--- config.mk ---
export PLATFORM = sky130hd
export DESIGN_NAME = riscv_wb_trace_tx_flat
export DESIGN_NICKNAME = d
export VERILOG_FILES = /design/src/rtl/riscv_wb_trace_tx_if.sv /design/src/rtl/riscv_wb_trace_tx.sv /design/src/flat_wrapper.sv
export SDC_FILE = /design/constraint.sdc
export NUM_CORES = 1
export LEC_CHECK = 0
export ABC_AREA = 1
export CORE_UTILIZATION = 53
export DETAILED_ROUTE_END_ITERATION = 10
export PLACE_DENSITY = 0.71
export SLEW_MARGIN = 30
export SYNTH_ARGS = -nofsm -noshare
export SYNTH_HDL_FRONTEND = slang
export SYNTH_SLANG_ARGS = --single-unit
export TNS_END_PERCENT = 100
--- constraint.sdc ---
create_clock -name i_riscv_mw_clk -period 14.3 [get_ports i_riscv_mw_clk]
set_input_delay 2.86 -clock i_riscv_mw_clk [delete_from_list [all_inputs] [get_ports i_riscv_mw_clk]]
set_output_delay 2.86 -clock i_riscv_mw_clk [all_outputs]
set_load 0.005 [all_outputs]
--- src/rtl/riscv_wb_trace_tx_if.sv ---
// riscv_wb_trace_tx_if: byte stream from the trace framer to the UART transmitter.
interface riscv_wb_trace_tx_if;
  logic [7:0] o_tx_data;
  logic       o_tx_valid;
  logic       i_tx_ready;
  modport master (output o_tx_data, o_tx_valid, input i_tx_ready);
  modport slave (input o_tx_data, o_tx_valid, output i_tx_ready);
endinterface

--- src/rtl/riscv_wb_trace_tx.sv ---
// riscv_wb_trace_tx: captures retired instructions into a record FIFO and streams each as a 22-byte frame.
module riscv_wb_trace_tx #(
  parameter int DEPTH = 4
) (
  input  logic                       i_riscv_mw_clk,
  input  logic                       i_riscv_mw_rst,
  input  logic                       i_trace_en,
  input  logic                       i_riscv_mw_instret_wb,
  input  logic [63:0]                i_riscv_mw_pc_wb,
  input  logic [31:0]                i_riscv_mw_inst_wb,
  input  logic [4:0]                 i_riscv_mw_rdaddr_wb,
  input  logic                       i_riscv_mw_regw_wb,
  input  logic [63:0]                i_riscv_mw_rddata_wb,
  input  logic                       i_riscv_mw_gototrap_wb,
  riscv_wb_trace_tx_if.master        tx,
  output logic                       o_full,
  output logic [7:0]                 o_drop_cnt
);
  localparam int AW = (DEPTH > 1) ? $clog2(DEPTH) : 1;
  localparam int RW = 168;
  typedef enum logic {IDLE, SEND} state_t;
  state_t        state_q;
  logic [RW-1:0] mem_q [DEPTH];
  logic [RW-1:0] shadow_q, rec_d;
  logic [AW:0]   wp_q, rp_q, cnt;
  logic [4:0]    idx_q, idx_nx;
  logic [7:0]    drop_q, data_q;
  logic          valid_q, empty, last, pop, push_req, push, drop;
  logic [175:0]  frame;
  logic [63:0]   rd_eff;
  assign rd_eff   = (i_riscv_mw_regw_wb && |i_riscv_mw_rdaddr_wb) ? i_riscv_mw_rddata_wb : 64'd0;
  assign rec_d    = {i_riscv_mw_gototrap_wb, i_riscv_mw_regw_wb, 1'b0, i_riscv_mw_rdaddr_wb,
                     rd_eff, i_riscv_mw_inst_wb, i_riscv_mw_pc_wb};
  // Byte n of the frame sits at bits [8n+:8], header first.
  assign frame    = {shadow_q, 8'hA5};
  assign cnt      = wp_q - rp_q;
  assign empty    = cnt == '0;
  assign o_full   = cnt == (AW+1)'(DEPTH);
  assign last     = state_q == SEND && tx.i_tx_ready && idx_q == 5'd21;
  assign pop      = !empty && (state_q == IDLE || last);
  assign push_req = i_trace_en && i_riscv_mw_instret_wb;
  assign push     = push_req && (!o_full || pop);
  assign drop     = push_req && o_full && !pop;
  assign idx_nx   = idx_q + 5'd1;
  assign tx.o_tx_data  = data_q;
  assign tx.o_tx_valid = valid_q;
  assign o_drop_cnt    = drop_q;
  always_ff @(posedge i_riscv_mw_clk)
    if (push) mem_q[wp_q[AW-1:0]] <= rec_d;
  always_ff @(posedge i_riscv_mw_clk or posedge i_riscv_mw_rst)
    if (i_riscv_mw_rst) begin
      state_q  <= IDLE;
      shadow_q <= '0;
      wp_q     <= '0;
      rp_q     <= '0;
      idx_q    <= '0;
      drop_q   <= '0;
      data_q   <= '0;
      valid_q  <= 1'b0;
    end else begin
      if (push) wp_q <= wp_q + 1'b1;
      if (pop) rp_q <= rp_q + 1'b1;
      if (drop && drop_q != 8'hFF) drop_q <= drop_q + 8'd1;
      // A pop either starts a frame from IDLE or chains the next one after byte 21.
      if (pop) begin
        shadow_q <= mem_q[rp_q[AW-1:0]];
        idx_q    <= '0;
        state_q  <= SEND;
        valid_q  <= 1'b1;
        data_q   <= 8'hA5;
      end else if (state_q == SEND && tx.i_tx_ready) begin
        if (last) begin
          state_q <= IDLE;
          valid_q <= 1'b0;
          data_q  <= '0;
        end else begin
          idx_q  <= idx_nx;
          data_q <= frame[{idx_nx, 3'b000} +: 8];
        end
      end
    end
endmodule
--- src/flat_wrapper.sv ---
// flat-port wrapper written by rule: the top's interface ports become plain ports
module riscv_wb_trace_tx_flat 
#(
  parameter int DEPTH = 4
)
  (i_riscv_mw_clk, i_riscv_mw_rst, i_trace_en, i_riscv_mw_instret_wb, i_riscv_mw_pc_wb, i_riscv_mw_inst_wb, i_riscv_mw_rdaddr_wb, i_riscv_mw_regw_wb, i_riscv_mw_rddata_wb, i_riscv_mw_gototrap_wb, o_full, o_drop_cnt, tx_o_tx_data, tx_o_tx_valid, tx_i_tx_ready);
  riscv_wb_trace_tx_if tx_i ();
  input  logic i_riscv_mw_clk;
  input  logic i_riscv_mw_rst;
  input  logic i_trace_en;
  input  logic i_riscv_mw_instret_wb;
  input  logic [63:0] i_riscv_mw_pc_wb;
  input  logic [31:0] i_riscv_mw_inst_wb;
  input  logic [4:0] i_riscv_mw_rdaddr_wb;
  input  logic i_riscv_mw_regw_wb;
  input  logic [63:0] i_riscv_mw_rddata_wb;
  input  logic i_riscv_mw_gototrap_wb;
  output logic o_full;
  output logic [7:0] o_drop_cnt;
  output wire logic [$bits(tx_i.o_tx_data)-1:0] tx_o_tx_data;
  output wire logic [$bits(tx_i.o_tx_valid)-1:0] tx_o_tx_valid;
  input wire logic [$bits(tx_i.i_tx_ready)-1:0] tx_i_tx_ready;
  assign tx_o_tx_data = tx_i.o_tx_data;
  assign tx_o_tx_valid = tx_i.o_tx_valid;
  assign tx_i.i_tx_ready = tx_i_tx_ready;
  riscv_wb_trace_tx #(.DEPTH(DEPTH)) u_core (.i_riscv_mw_clk(i_riscv_mw_clk), .i_riscv_mw_rst(i_riscv_mw_rst), .i_trace_en(i_trace_en), .i_riscv_mw_instret_wb(i_riscv_mw_instret_wb), .i_riscv_mw_pc_wb(i_riscv_mw_pc_wb), .i_riscv_mw_inst_wb(i_riscv_mw_inst_wb), .i_riscv_mw_rdaddr_wb(i_riscv_mw_rdaddr_wb), .i_riscv_mw_regw_wb(i_riscv_mw_regw_wb), .i_riscv_mw_rddata_wb(i_riscv_mw_rddata_wb), .i_riscv_mw_gototrap_wb(i_riscv_mw_gototrap_wb), .tx(tx_i), .o_full(o_full), .o_drop_cnt(o_drop_cnt));
endmodule
==> results of run 1 <==
## sequential cells by signal (all words and copies together) (netlist names)
| register | cells |
|---|---|
| u_core.mem_q | 668 |
| u_core.shadow_q | 167 |
| u_core.o_drop_cnt | 8 |
| u_core.tx.o_tx_data | 8 |
| u_core.idx_q | 5 |
| u_core.rp_q | 3 |
| u_core.wp_q | 3 |
| u_core.tx.o_tx_valid | 1 |
## placed cells by master, fill, tap and decap left out, types with 3 or more instances in the layout
cell type and count:
clkbuf_16 88, inv_6 4, xor2_1 9, a21oi_1 9, dfrtp_1 192, clkinv_1 17, clkinv_2 16, clkbuf_1 21
dfrtp_4 3, nor2_1 695, o21ai_0 442, xnor2_1 5, clkinv_4 3, buf_6 6, bufinv_16 3, o22ai_1 84
mux2i_1 6, nand3_1 108, edfxtp_1 668, nand2_1 331, nor2_4 5, clkdlybuf4s50_1 189, clkbuf_8 9, inv_1 179
buf_4 17, diode_2 6, ha_1 9, a31oi_1 83
## worst min path at each step
stage	start	to	cells past startpoint
after global placement	u_core.o_drop_cnt[7]	u_core.o_drop_cnt[7]	2
after CTS	u_core.o_drop_cnt[7]	u_core.o_drop_cnt[7]	2
after global routing	u_core.o_drop_cnt[7]	u_core.o_drop_cnt[7]	2
final	u_core.o_drop_cnt[7]	u_core.o_drop_cnt[7]	2
after detailed placement	u_core.o_drop_cnt[7]	u_core.o_drop_cnt[7]	2
after floorplan	u_core.tx.o_tx_data[0]	u_core.tx.o_tx_data[0]	2
## per-layer routing
layer / vias up / track usage (%) / share of wire, %
met1: 11400 / 33.8 / 41
li1: 10700 / - / -
met3: 176 / 3.33 / 6.7
met4: 0 / 10.6 / 3.6
met5: - / 0 / 0
met2: 891 / 40.6 / 48
## where the power goes
part           internal [mW]  switching [mW]  leakage, nW  total (mW)
registers               3.25           0.256         8.35        3.51
clock network           1.23           0.925         1.33        2.16
logic                  0.825            1.96         5.03        2.79
total                   5.31            3.14         14.7        8.45
## metrics by stage
| step | worst slack [ps] | hold WS, ps | total power, mW | utilization (%) |
|---|---|---|---|---|
| 3_5_place_dp | 7630 | 486 | 6.29 | 57.4 |
| 3_3_place_gp | 7630 | 483 | 6.20 | 57.3 |
| 6_report | 8020 | 507 | 8.45 | 61.7 |
| 5_1_grt | 7880 | 535 | 8.92 | 61.7 |
| 2_1_floorplan | 3160 | 472 | 5.44 | - |
| 4_1_cts | 8010 | 500 | 8.45 | 61.6 |
## layout make-up
| type | instances | area [um2] | share of cell area, % |
|---|---|---|---|
| flip-flops and latches | 863 | 25000 | 62.6 |
| multi-input cells | 1801 | 8190 | 20.5 |
| clock buffers | 118 | 2400 | 6.04 |
| repair buffers | 216 | 2180 | 5.48 |
| well taps | 855 | 1070 | 2.68 |
| inverters | 186 | 732 | 1.84 |
| clock inverters | 43 | 305 | 0.766 |
| diodes | 6 | 15.0 | 0.0377 |
## cell families after synthesis
group / Yosys count / synth area share (%)
compound gates: 621 / 9.61
fa+ha+maj: 10 / 0.361
xor+xnor: 15 / 0.400
buf+inv: 367 / 4.64
mux: 6 / 0.173
flops: 863 / 71.9
simple gates: 1149 / 12.9
## worst register-to-register path, cell delays in order, from the launching register on
cell and delay, ps:
dfrtp_4 710, inv_6 700, ha_1 400, nand2_1 80
nand2_1 70, inv_1 50, nand2_1 60, nand3_1 130
nand2_4 110, nand2_1 100, nand2_1 290, nor2_4 760
buf_4 510, buf_4 790
==> flow_summary.json, run 1 <==
{
  "run_status": "finished, final reports clean",
  "clock-sinks": 863,
  "path_class": "flip-flop to output pin",
  "num_rows": 93,
  "netlist_area_mm2": 0.0347,
  "die_w_um": 258,
  "first_pass_iters": 5,
  "slew-limit-headroom_pct": 33.7,
  "syn-num-nets": 3213,
  "synthTopCellsByCount": "699 x nor2_1, 668 x edfxtp_1, 442 x o21ai_0",
  "crit_chain": "inv_6, ha_1, nand2_1, nand2_1, inv_1, nand2_1, nand2_1, nand2_1, inv_1, clkdlybuf4s50_1",
  "synth_top_flop_cell": "edfxtp_1",
  "drv_cap": 0,
  "ys_seq_area_share_pct": 71.9,
  "startpoint": "u_core.rp_q[1]",
  "layout-drive-gt1-share_pct": 5.39,
  "tritoncts": "yes",
  "cts-resized-gates": 0,
  "synth_top_area_share_pct": 57.8,
  "ys_warn_count": 0,
  "timing.fmax_mhz": 159,
  "yosysTopAreaCell": "edfxtp_1",
  "drtIter0Drc": 2231,
  "crit_fanout": 93,
  "grt_usage_pct": 24.9,
  "core_mm2": 0.0646,
  "cp_common_cell": "nand2_1",
  "wirelength_um": 83400,
  "grt_max_degree": 233,
  "synth_cells": 3031,
  "power_leakage_nw": 14.7,
  "grt_pass1_vias": 22600,
  "timing.rr.start": "u_core.rp_q[1]",
  "finClkSkew_ps": 24.2,
  "synth-async-reset-ratio_pct": 22.6,
  "hold_path_class": "flip-flop to flip-flop",
  "start_kind": "flip-flop",
  "arrival_ps": 3420,
  "synth_edf_count": 668,
  "htreeDepth": 3,
  "setup_violations": 0,
  "holdBufCountCts": 0,
  "nFillCells": 4962,
  "initial_core_util_pct": 53.7,
  "slew_viol_final": 0,
  "dp_cells": 3919,
  "cp.required_ps": 11440,
  "antenna_found_initial": 6,
  "finalNonFillerCells": 4088,
  "cts_setup_buffers": 0,
  "synth_area_leaders": "edfxtp_1 58%, dfrtp_1 14%, nor2_1 7.6%",
  "vias_per_cell": 5.67,
  "cp-endpoint": "o_full",
  "final_nets": 3337,
  "path_depth": 10,
  "cts_max_path_buffers": 3,
  "max_stage_delay_ps": 710,
  "num_vias": 23200,
  "synth.most_common_cell": "nor2_1",
  "worst-path-buf-inv": 4,
  "rrSetupSlack_ps": 9130,
  "place.gp.congestion": 0.798,
  "worstRegToRegCells": 13,
  "io_buffer_count": 189,
  "ys_ff_latch": 863,
  "die-area_mm2": 0.0665,
  "die_y_um": 258,
  "grt_overflow": 0,
  "postLayoutCellArea_mm2": 0.0398,
  "r2r_end": "u_core.mem_q[1][37]",
  "clkTransAtPathRegs_ps": 60,
  "hpwl_um": 46300,
  "cpMaxStageDelayCell": "dfrtp_4",
  "tightest_slew_ps": 994,
  "syn_area_per_cell_um2": 11.4,
  "io_pins": 190,
  "fin_crit_sh_pct": 43.9,
  "wire_per_inst_um": 20.4,
  "syn2layout_area_growth_pct": 14.8,
  "ys_types": 33,
  "crit_family": "buffers and inverters",
  "power.density_mw_per_mm2": 212,
  "place_area_mm2": 0.0371,
  "grt_pass1_wl_um": 127000,
  "vdd_drop_max_v": 0.000158,
  "hold_viol": 0,
  "clock-root-buffer": "clkbuf_16",
  "cts_buffers": 87,
  "clk_latency_ps": 630,
  "cp-end-kind": "output pin",
  "drc": 0,
  "drtAntennaViolNets": 0,
  "period_minus_slack_ps": 6280,
  "rsz0062_at_grt": "false",
  "setup_tns_ps": 0
}
No activity file was read; power rests on OpenSTA's default activity.
==> run 2: changes to the inputs <==
==> constraint.sdc (replaced) <==
create_clock -name i_riscv_mw_clk -period 6.6 [get_ports i_riscv_mw_clk]
set_input_delay 1.32 -clock i_riscv_mw_clk [delete_from_list [all_inputs] [get_ports i_riscv_mw_clk]]
set_output_delay 1.32 -clock i_riscv_mw_clk [all_outputs]
set_load 0.005 [all_outputs]
==> run 2 against run 1 <==
  * Final cell count about the same
  * Critical path type unchanged
  * Non-clock buffer count is 5 higher
  * Clock power is 130% higher
  * Routed wire length increased by 1.2%
  * Sequential share of layout area shrank 0.45 points
  * Total power grew 120%
  * Hold slack worse by 13 ps
==> flow_summary.json, run 2 (same netlist as run 1, synthesis figures left out) <==
{
  "grt_util_met1_pct": 32.7,
  "clock-sinks": 863,
  "place.gp.congestion": 0.815,
  "crit_fanout": 92,
  "cp.required_ps": 5280,
  "timing.rr.start": "u_core.rp_q[1]",
  "io_pins": 190,
  "drtIter0Drc": 2318,
  "cpMaxStageDelayCell": "dfrtp_4",
  "grt_max_degree": 195,
  "layout-drive-gt1-share_pct": 6.18,
  "cp-end-kind": "output pin",
  "holdBufCountCts": 0,
  "num_vias": 23300,
  "cts_max_path_buffers": 3,
  "crit_chain": "inv_6, ha_1, nand2_1, nand2_1, inv_1, nand2_1, nand2_1, nand2_1, inv_1, clkdlybuf4s50_1",
  "final_nets": 3343,
  "drc": 0,
  "start_kind": "flip-flop",
  "period_minus_slack_ps": 4930,
  "power.density_mw_per_mm2": 466,
  "die_w_um": 258,
  "worstRegToRegCells": 12,
  "grt_pass1_vias": 23400,
  "most-common-layout-cells": "695 x nor2_1, 668 x edfxtp_1, 442 x o21ai_0",
  "drv_cap": 0,
  "cts_buffers": 88,
  "max_stage_delay_ps": 750,
  "wirelength_um": 84400,
  "min_to": "u_core.tx.o_tx_data[3]",
  "top_usage_layer": "met2",
  "rrSetupSlack_ps": 1980,
  "clk_latency_ps": 640,
  "vdd_drop_max_v": 0.000280,
  "vias_per_cell": 5.70,
  "setup_slack_ps": 1670,
  "r2r_end": "u_core.mem_q[2][27]",
  "finalPower_mw": 18.7,
  "fin_crit_sh_pct": 74.7,
  "arrival_ps": 3610,
  "setup_violations": 0,
  "largest_reg_flops": 668,
  "antenna_found_initial": 9,
  "power_leakage_nw": 14.9,
  "slew-limit-headroom_pct": 32.5,
  "initial_core_util_pct": 53.7,
  "timing.fmax_mhz": 203,
  "finClkSkew_ps": 24.6,
  "tightest_slew_ps": 1010,
  "cp_common_cell": "nand2_1",
  "nFillCells": 4842,
  "grt_pass1_wl_um": 131000,
  "drtAntennaViolNets": 0,
  "run_status": "finished, final reports clean",
  "met2_usage_pct": 41.7,
  "slew_viol_final": 0,
  "path_depth": 10,
  "hold_path_class": "flip-flop to flip-flop",
  "die-area_mm2": 0.0665,
  "worst-path-buf-inv": 4,
  "grt_usage_pct": 25.6,
  "rsz0062_at_grt": "false",
  "hpwl_um": 47700,
  "place_worst_setup_slack_ps": 2050,
  "grt_overflow": 0,
  "htreeDepth": 3,
  "tritoncts": "yes",
  "path_class": "flip-flop to output pin",
  "final_common_cell": "nor2_1",
  "clkTransAtPathRegs_ps": 60,
  "grtUsageMet3_pct": 5.66,
  "first_pass_iters": 8,
  "die_y_um": 258,
  "io_buffer_count": 189,
  "crit_family": "buffers and inverters",
  "hold_viol": 0,
  "clock-root-buffer": "clkbuf_16",
  "num_rows": 93,
  "syn2layout_area_growth_pct": 15.7,
  "core_mm2": 0.0646,
  "fin_util_pct": 62.1,
  "cts-resized-gates": 0,
  "min_from": "u_core.tx.o_tx_data[3]",
  "wire_per_inst_um": 20.6,
  "cts_setup_buffers": 0,
  "hold_depth": 2
}
[run 2: cell count changes in the layout (fill, tap and decap cells not counted), moves of 5 or more]
| cell | previous run | this run |
|---|---|---|
| buf_4 | 17 | 24 |
| clkinv_1 | 17 | 9 |
| buf_6 | 6 | 0 |
| clkbuf_1 | 21 | 11 |
| buf_12 | 2 | 7 |
| clkbuf_8 | 9 | 15 |
| clkinv_2 | 16 | 27 |
[run 2: worst reg2reg max path: stages (launching register included)]
cell and delay (ps):
dfrtp_4 750, inv_6 790, ha_1 490, nand2_1 70, nand2_1 60, inv_1 50
nand2_1 70, nand3_1 150, nand2_4 110, nand2_1 100, nand2_1 310, nor2_4 780
buf_4 520
[run 2: worst max-delay path by stage]
stage	endpoint	startpoint	slack, ps
after global routing	o_full	u_core.rp_q[1]	1500
after global placement	u_core.mem_q[2][27]	u_core.rp_q[1]	2110
after CTS	o_full	u_core.rp_q[1]	1680
final	o_full	u_core.rp_q[1]	1670
after detailed placement	u_core.mem_q[2][27]	u_core.rp_q[1]	2050
after floorplan	u_core.mem_q[0][0]	u_core.rp_q[1]	-310
[run 2: per-layer routing]
metal  vias to the layer above  wire length [um]
li1                      10700                 -
met1                     11400             33700
met2                       950             40500
met3                       198              6840
met4                        14              3320
met5                         -                82
[run 2: where the power goes]
part | leakage [nW] | internal (mW) | total, mW | switching (mW)
clock network | 1.47 | 2.96 | 5.00 | 2.04
logic | 5.06 | 1.81 | 6.06 | 4.25
registers | 8.35 | 7.04 | 7.63 | 0.592
[run 2: stage by stage]
| stage | TNS (ps) | hold slack (ps) | cell area (um2) | instances |
|---|---|---|---|---|
| after global routing | 0 | 529 | 40100 | 4092 |
| final | 0 | 494 | 40100 | 4092 |
| after detailed placement | 0 | 477 | 37100 | 3924 |
| after global placement | 0 | 471 | 37100 | 3924 |
| after floorplan | -213850 | 472 | 34700 | 3031 |
| after CTS | 0 | 493 | 40100 | 4088 |
[run 2: layout make-up]
cell class                      instances  area (um2)  area share [%]
Antenna cell                            2        5.00          0.0125
Clock buffer                          117        2520            6.29
Clock inverter                         47         415            1.04
Inverter                              186         742            1.85
Multi-Input combinational cell       1801        8190            20.4
Sequential cell                       863       25000            62.2
Tap cell                              855        1070            2.67
Timing Repair Buffer                  221        2240            5.58
